**src/rtl/serial_complementer_pkg.sv**
```systemverilog
`default_nettype none
// +----------------------------------------------------------------------------+
// | Module      : serial_complementer_pkg                                      |
// | Description : State encoding, mode constants and carry-seed helper for    |
// |               the bit-serial one's/two's complementer.                     |
// | Revision    : 1.0 - initial release                                        |
// +----------------------------------------------------------------------------+
package serial_complementer_pkg;

    typedef enum logic [1:0] {
        IDLE  = 2'd0,
        SHIFT = 2'd1,
        DONE  = 2'd2
    } state_t;

    localparam logic MODE_TWOS = 1'b0;
    localparam logic MODE_ONES = 1'b1;

    // Two's complement is invert-plus-one, so the serial carry starts at 1.
    function automatic logic init_carry(input logic mode);
        return (mode == MODE_ONES) ? 1'b0 : 1'b1;
    endfunction

endpackage
`default_nettype wire

```
**src/rtl/serial_comp_cell.sv**
```systemverilog
`default_nettype none
// +----------------------------------------------------------------------------+
// | Module      : serial_comp_cell                                             |
// | Description : One bit of serial complement: inverted input plus carry.     |
// | Revision    : 1.0 - initial release                                        |
// +----------------------------------------------------------------------------+
module serial_comp_cell (
    input  logic b,
    input  logic c,
    output logic res,
    output logic c_next
);

    assign res    = ~b ^ c;
    assign c_next = ~b & c;

endmodule
`default_nettype wire

```
**src/rtl/serial_complementer.sv**
```systemverilog
`default_nettype none
// +----------------------------------------------------------------------------+
// | Module      : serial_complementer                                          |
// | Description : Bit-serial one's/two's complementer, LSB first, WIDTH cycles |
// |               per operand with registered result, carry and overflow.      |
// | Revision    : 1.0 - initial release                                        |
// +----------------------------------------------------------------------------+
module serial_complementer
    import serial_complementer_pkg::*;
#(
    parameter int WIDTH = 4
) (
    input  logic             clk,
    input  logic             rst,
    input  logic             load,
    input  logic [WIDTH-1:0] num,
    input  logic             mode,
    output logic [WIDTH-1:0] comp_reg,
    output logic             carry,
    output logic             ovf,
    output logic             busy,
    output logic             done,
    output logic             sout,
    output logic             sout_valid
);

    localparam int                 c_cnt_w    = $clog2(WIDTH + 1);
    localparam logic [c_cnt_w-1:0] c_last_cnt = c_cnt_w'(WIDTH - 1);
    localparam logic [WIDTH-1:0]   c_most_neg = {1'b1, {(WIDTH-1){1'b0}}};

    state_t             r_state;
    state_t             w_next_state;
    logic [WIDTH-1:0]   r_shift;
    logic [WIDTH-1:0]   r_res;
    logic [WIDTH-1:0]   r_comp_reg;
    logic [c_cnt_w-1:0] r_cnt;
    logic               r_c;
    logic               r_mode;
    logic               r_carry;
    logic               r_ovf;

    logic               w_bit;
    logic               w_c_next;
    logic               w_start;
    logic               w_last;
    logic [WIDTH-1:0]   w_res_next;

    serial_comp_cell u_cell (
        .b      (r_shift[0]),
        .c      (r_c),
        .res    (w_bit),
        .c_next (w_c_next)
    );

    // A load is honoured from IDLE or DONE; requests during SHIFT are dropped.
    assign w_start    = load && (r_state != SHIFT);
    assign w_last     = (r_state == SHIFT) && (r_cnt == c_last_cnt);
    assign w_res_next = {w_bit, r_res[WIDTH-1:1]};

    always_ff @(posedge clk or posedge rst) begin
        if (rst) begin
            r_state <= IDLE;
        end else begin
            r_state <= w_next_state;
        end
    end

    always_comb begin
        w_next_state = r_state;
        case (r_state)
            IDLE:    w_next_state = load ? SHIFT : IDLE;
            SHIFT:   w_next_state = w_last ? DONE : SHIFT;
            DONE:    w_next_state = load ? SHIFT : IDLE;
            default: w_next_state = IDLE;
        endcase
    end

    always_comb begin
        busy       = (r_state == SHIFT);
        sout_valid = (r_state == SHIFT);
        done       = (r_state == DONE);
        sout       = (r_state == SHIFT) ? w_bit : 1'b0;
    end

    always_ff @(posedge clk or posedge rst) begin
        if (rst) begin
            r_shift    <= '0;
            r_res      <= '0;
            r_cnt      <= '0;
            r_c        <= 1'b0;
            r_mode     <= MODE_TWOS;
            r_comp_reg <= '0;
            r_carry    <= 1'b0;
            r_ovf      <= 1'b0;
        end else if (w_start) begin
            r_shift <= num;
            r_mode  <= mode;
            r_cnt   <= '0;
            r_c     <= init_carry(mode);
        end else if (r_state == SHIFT) begin
            r_shift <= r_shift >> 1;
            r_res   <= w_res_next;
            r_cnt   <= r_cnt + c_cnt_w'(1);
            r_c     <= w_c_next;
            // Only the most-negative operand negates to itself with a set MSB.
            if (w_last) begin
                r_comp_reg <= w_res_next;
                r_carry    <= w_c_next;
                r_ovf      <= (r_mode == MODE_TWOS) && (w_res_next == c_most_neg);
            end
        end
    end

    assign comp_reg = r_comp_reg;
    assign carry    = r_carry;
    assign ovf      = r_ovf;

endmodule
`default_nettype wire

```
**config.mk**
```make
export PLATFORM = sky130hd
export DESIGN_NAME = serial_complementer
export DESIGN_NICKNAME = d
export VERILOG_FILES = /design/src/rtl/serial_complementer_pkg.sv /design/src/rtl/serial_comp_cell.sv /design/src/rtl/serial_complementer.sv
export SDC_FILE = /design/constraint.sdc
export NUM_CORES = 1
export LEC_CHECK = 0
export CORE_UTILIZATION = 53
export DETAILED_ROUTE_END_ITERATION = 8
export HOLD_SLACK_MARGIN = 0.08
export PLACE_DENSITY = 0.82
export SYNTH_ARGS = -nofsm -noshare
export SYNTH_HDL_FRONTEND = slang
export SYNTH_HIERARCHICAL = 1
export SYNTH_SLANG_ARGS = --single-unit
```
**constraint.sdc**
```tcl
create_clock -name clk -period 2.6 [get_ports clk]
set_clock_uncertainty 0.1 [all_clocks]
set_input_delay 0.26 -clock clk [delete_from_list [all_inputs] [get_ports clk]]
set_output_delay 0.26 -clock clk [all_outputs]
set_load 0.01 [all_outputs]
```
==> key figures, run 1 <==
STA
  • Fin crit share: 89.36%
  • Setup TNS: 0 ns
  • Fin. max-slew vios: 0
  • Max_slew headroom: 50.58%
  • Final Hold Vio Count: 0
  • Maximum clock rate: 430.4 MHz
  • Unrepaired setup endpoints after global routing: no
  • Worst Tran Pin Value: 0.7404 ns
  • Setup ws final: 0.2767 ns
  • Setup-failing EPs final: 0
  • Fin crit period: 2.323 ns
  • Min Hold Slack: between 0.2 and 0.3 ns

Run status
  • Violated checks: design-rule violations
  • Status: finished with violations

Synthesis
  • Post-Syn Area: between 900 and 1000 um^2
  • Post-synth top area cell: dfrtp_1
  • Yosys reg bits: 20
  • Seq/Total Area, Yosys: 54.35%
  • Asr flop ratio synth: 100.0%
  • Main flop type after synthesis: dfrtp_1
  • Syn Area/Cell: 11.81 um^2
  • Syn Inst Count: about 80
  • Most frequent cell after synthesis: dfrtp_1
  • Synth top cells by count: dfrtp_1, nand2_1, o21ai_0
  • EDFF count, synth: 0
  • Netlist cell types: 22
  • Syn_nets: 89
  • Synth area leaders: dfrtp_1, mux2_4, nand2_1
  • Synth warn: 6
  • Post-synth top area share: 54.35%

Floorplan
  • Initial core utilization: 59.07%
  • Total core area: 1559 um^2
  • Die Wd: 43.69 um
  • Die Ht: 43.69 um
  • Number of top-level pins: 18
  • Area of the die: 1908 um^2
  • Row count: 14

Power and ir drop
  • Reg power frac: 41.4%
  • Internal power: 832.3 uW
  • Switching power total: 455.7 uW
  • Logic pwr share: 47.7%
  • VDD IR max: slightly above 0.0006 V
  • Switching share of power: 35.38%
  • Pwr dens: 1166 nW/um^2
  • Static Leak: 0.5372 nW
  • Final Total Pwr: 1.288 mW
  • Clock share of power: 10.8%

Placed design
  • Post-DP Area: 1082 um^2
  • HPWL after DPL: 1.063 mm
  • Port bufs: 17
  • Pre-CTS setup slack: 0.5847 ns
  • RePlAce Congestion: 0.6660

Critical path
  • Critical-path top delay cell: clkdlybuf4s50_1
  • R2R depth: 4
  • Crit path max fanout: 17
  • Delay-heaviest family, CP: buffers and inverters
  • Crit path launch: r_state[1]$_DFF_PP0_
  • Crit path DAT: 1.96 ns
  • Crit start category: flip-flop
  • Critical path start-end classification: flip-flop to output port
  • Crit-path max cell delay: 0.54 ns
  • CP bufs+invs: 2
  • Worst path cell trace: nand2b_1 -> inv_8 -> and2_1 -> clkdlybuf4s50_1
  • RR Startpoint: r_state[1]$_DFF_PP0_
  • Flop-to-flop setup slack: 1.02 ns
  • Data required time of the critical path: between 2 and 2.5 ns
  • R2r endpoint: comp_reg[3]$_DFFE_PP0P_
  • CP Capture Type: output port

Detailed routing
  • Routed wire length: 1.423 mm
  • Detailed-route DRC error count: 2
  • Vias: 585
  • Pre-antenna DRT Iters: 5
  • Antenna Violating Nets Remaining: 0
  • 1st-iter DRT viols: 5
  • WL per Instance: approximately 13 um
  • Vias per cell: 5.318

Final layout
  • N_diodes: 0
  • Nets: 107
  • Synth-to-Final Area Change: 19.97%
  • FILL cells: 127
  • Layout cells sized above 1: 12.77%
  • Final instance area: approximately 1100 um^2

Clock network
  • Root buffer cell: clkbuf_4
  • Post-CTS resize count: 0
  • Worst skew pair latency: 0.29 ns
  • CTS tree: yes
  • H-tree Lvls: 1
  • CTS Hold Buffers Added: 0
  • Clock transition at the registers of the reported paths: 0.10 ns
  • TritonCTS Buffers: 3
  • Clk sinks: 20
  • Max clock buf depth: 2
  • Post-CTS setup buffer count: 0

Job
  • MaxCap Viol Count: 0

GRT
  • First-pass GRT wire length: 2.628 mm
  • Pin count of the biggest net entering global routing: 21
  • Number of global-route vias before repair: between 600 and 700
  • Initial antenna violation count: 0
  • Total GRT Usage: 18.93%
  • Grt ovf: 0

Worst hold path
  • Hold crit path type: input port to async pin
==> power by group through the flow <==
stage,clock [mW],sequential (mW),combinational [mW]
6_report,0.139,0.534,0.615
5_1_grt,0.156,0.552,0.682
4_1_cts,0.147,0.534,0.627
3_5_place_dp,0,0.542,0.623
3_3_place_gp,0,0.532,0.605
2_1_floorplan,0,0.541,0.423
==> layer usage <==
metal	up-vias	part of all wire, %	GRT usage, %
li1	290	-	-
met1	280	47	24.59
met2	13	48	30.15
met3	2	3.9	3.750
met4	0	1.1	9.375
met5	-	0	0
==> layout make-up <==
class                           count  area (um^2)  area share [%]
Sequential cell                    20        500.5           45.30
Multi-Input combinational cell     48        361.6           32.73
Timing Repair Buffer               17        170.2           15.40
Inverter                            6        30.03           2.718
Clock buffer                        3        22.52           2.039
Tap cell                           16        20.02           1.812
==> worst max-delay path by stage <==
stage / to / cells past startpoint
floorplan: carry$_DFFE_PP0P_ / 4
global placement: sout / 4
detailed placement: sout / 4
CTS: sout / 4
global route: sout / 4
finish: sout / 4
==> metrics by stage <==
stage               util (%)  instances
floorplan                  -         78
global placement       69.42        107
detailed placement     69.42        107
CTS                    70.87        110
global route           70.87        110
finish                 70.87        110
==> logic make-up (layout without fill, tap and decap cells) <==
| logic type | count (synthesis) | after routing | synth area share, % |
|---|---|---|---|
| compound gates | 8 | 8 | 5.028 |
| fa+ha+maj | 3 | 3 | 4.077 |
| buf+inv | 10 | 26 | 6.386 |
| flops | 20 | 20 | 54.35 |
| mux | 12 | 12 | 16.03 |
| simple gates | 25 | 25 | 14.13 |
==> placed cells by master, fill, tap and decap left out, drive strengths merged, types with 2 or more instances in the layout <==
cell and n:
mux2 7, nor2 2, inv 6, mux2i 5, nand2 15, clkbuf 3, clkdlybuf4s50 17, o21ai 6
ha 3, dfrtp 20, nor3 2, nand3b 2
==> worst register-to-register path, cell delays in order, from the launching register on <==
cell      delay, ns
dfrtp_1        0.39
nand2b_1       0.35
inv_8          0.22
nand2_8        0.09
mux2_4         0.31
Note: power is estimated with default switching activity, not from simulation.
==> run 2: changes to the inputs <==
HOLD_SLACK_MARGIN = default   (was 0.08)
SLEW_MARGIN = 20   (was default)
TNS_END_PERCENT = 50   (was default)
==> results of run 2 <==
Final layout, timing and power as in run 1 (identical DEF).
==> run 3: changes to the inputs <==
REMOVE_ABC_BUFFERS = 1   (was default)
==> run 3 against run 2 <==
  * The flow still finishes with violations (design-rule violations)
  * Sequential share of layout area decreased by 1.2 points
  * Global-route usage increased by 1.1 points
  * Worst setup slack got worse by 0.026 ns
  * Die area unchanged
  * Count of clock-buffer cells in the layout unchanged
  * Critical endpoint unchanged
==> key figures, run 3 (same netlist as run 1, synthesis figures left out) <==
Worst hold path
  • Hold crit path type: input port to async pin

STA
  • Worst Tran Pin Value: 0.7402 ns
  • Fin. max-slew vios: 0
  • Final Hold Vio Count: 0
  • Setup-failing EPs final: 0
  • Fin crit period: 2.349 ns
  • Fin crit share: 90.35%
  • Min Hold Slack: roughly 0.26 ns
  • Setup TNS: 0 ns
  • Unrepaired setup endpoints after global routing: no
  • Max_slew headroom: 50.60%
  • Maximum clock rate: 425.7 MHz

Detailed routing
  • Detailed-route DRC error count: 3
  • Vias per cell: 5.315
  • 1st-iter DRT viols: 6
  • Routed wire length: 1.517 mm
  • Vias: 590
  • Pre-antenna DRT Iters: 6
  • WL per Instance: 13.67 um
  • Antenna Violating Nets Remaining: 0

Job
  • MaxCap Viol Count: 0

Critical path
  • Data required time of the critical path: between 2 and 2.5 ns
  • CP Capture Type: output port
  • Crit path max fanout: 17
  • R2r endpoint: comp_reg[1]$_DFFE_PP0P_
  • RR Startpoint: r_state[1]$_DFF_PP0_
  • Critical-path top delay cell: clkdlybuf4s50_1
  • CP bufs+invs: 2
  • Crit path DAT: 1.99 ns
  • Worst path cell trace: nand2b_1 -> inv_8 -> and2_1 -> clkdlybuf4s50_1
  • Critical path start-end classification: flip-flop to output port
  • Flop-to-flop setup slack: 1.00 ns
  • Crit-path max cell delay: 0.54 ns
  • Crit start category: flip-flop
  • R2R depth: 4
  • Delay-heaviest family, CP: buffers and inverters

Placed design
  • RePlAce Congestion: about 0.69
  • HPWL after DPL: 1.112 mm
  • Post-DP Area: 1082 um^2
  • Placed cells: roughly 110
  • Port bufs: 17

Run status
  • Status: finished with violations
  • Violated checks: design-rule violations

Floorplan
  • Die Ht: 43.69 um
  • Number of top-level pins: 18
  • Total core area: between 1500 and 2000 um^2
  • Die Wd: 43.69 um
  • Row count: 14
  • Area of the die: 1908 um^2
  • Initial core utilization: 59.07%

Clock network
  • Post-CTS resize count: 0
  • Clk sinks: 20
  • CTS Hold Buffers Added: 0
  • Post-CTS setup buffer count: 0
  • Root buffer cell: clkbuf_4
  • Clock transition at the registers of the reported paths: 0.11 ns
  • Worst skew pair latency: 0.31 ns
  • H-tree Lvls: 1
  • Max clock buf depth: 2
  • CTS tree: yes
  • TritonCTS Buffers: 3

Final layout
  • Non-filler cells, final: 111
  • FILL cells: 113
  • Final instance area: 1135 um^2
  • Most common cell after layout, fill and taps aside: dfrtp_1
  • Layout cells sized above 1: a little over an eighth
  • Most frequent cells in the layout: dfrtp_1, clkdlybuf4s50_1, nand2_1
  • Nets: 107
  • Synth-to-Final Area Change: 23.23%
  • N_diodes: 0

Power and ir drop
  • VDD IR max: 0.0008130 V
  • Static Leak: 0.5513 nW
  • Final Total Pwr: 1.418 mW
  • Pwr dens: 1250 nW/um^2

GRT
  • Pin count of the biggest net entering global routing: 21
  • Total GRT Usage: 20.07%
  • First-pass GRT wire length: 2.670 mm
  • Grt ovf: 0
  • Initial antenna violation count: 0
  • Number of global-route vias before repair: around 580
## run 3: changes by cell type in the layout (fill, tap and decap cells not counted)
cell / delta
bufinv_16: +1
## run 3: per-layer routing
| layer | part of all wire, % | GRT usage, % | up-vias |
|---|---|---|---|
| met5 | 0 | 0 | - |
| met4 | 0 | 3.750 | 0 |
| met3 | 4.8 | 7.500 | 0 |
| met2 | 52 | 34.03 | 19 |
| met1 | 43 | 24.65 | 281 |
| li1 | - | - | 290 |
## run 3: area by class of cell
| cell class | count | area (um^2) | area share (%) |
|---|---|---|---|
| well taps | 16 | 20.02 | 1.764 |
| repair buffers | 17 | 170.2 | 14.99 |
| multi-input cells | 48 | 361.6 | 31.86 |
| inverters | 6 | 30.03 | 2.646 |
| flip-flops and latches | 20 | 500.5 | 44.10 |
| clock inverters | 1 | 30.03 | 2.646 |
| clock buffers | 3 | 22.52 | 1.985 |
## run 3: how the worst max path moves through the flow
stage                                   end  depth (start not counted)                  from  slack, ns
after floorplan           carry$_DFFE_PP0P_                          4  r_state[1]$_DFF_PP0_       1.13
after global placement                 sout                          4  r_state[1]$_DFF_PP0_       0.63
after detailed placement               sout                          4  r_state[1]$_DFF_PP0_       0.59
after CTS                              sout                          4  r_state[1]$_DFF_PP0_       0.23
after global routing                   sout                          4  r_state[1]$_DFF_PP0_       0.13
final                                  sout                          4  r_state[1]$_DFF_PP0_       0.25
## run 3: power by group
group / internal (mW) / switching [mW] / total [mW] / leakage [nW]
Combinational: 0.332 / 0.296 / 0.628 / 0.274
Sequential: 0.449 / 0.0898 / 0.539 / 0.249
Clock: 0.156 / 0.0948 / 0.251 / 0.0279
Total: 0.937 / 0.481 / 1.42 / 0.551
## run 3: metrics by stage
stage | utilization [%] | setup WS (ns)
floorplan | - | 1.131
global placement | 69.42 | 0.6262
detailed placement | 69.42 | 0.5891
CTS | 72.79 | 0.2284
global route | 72.79 | 0.1272
finish | 72.79 | 0.2508
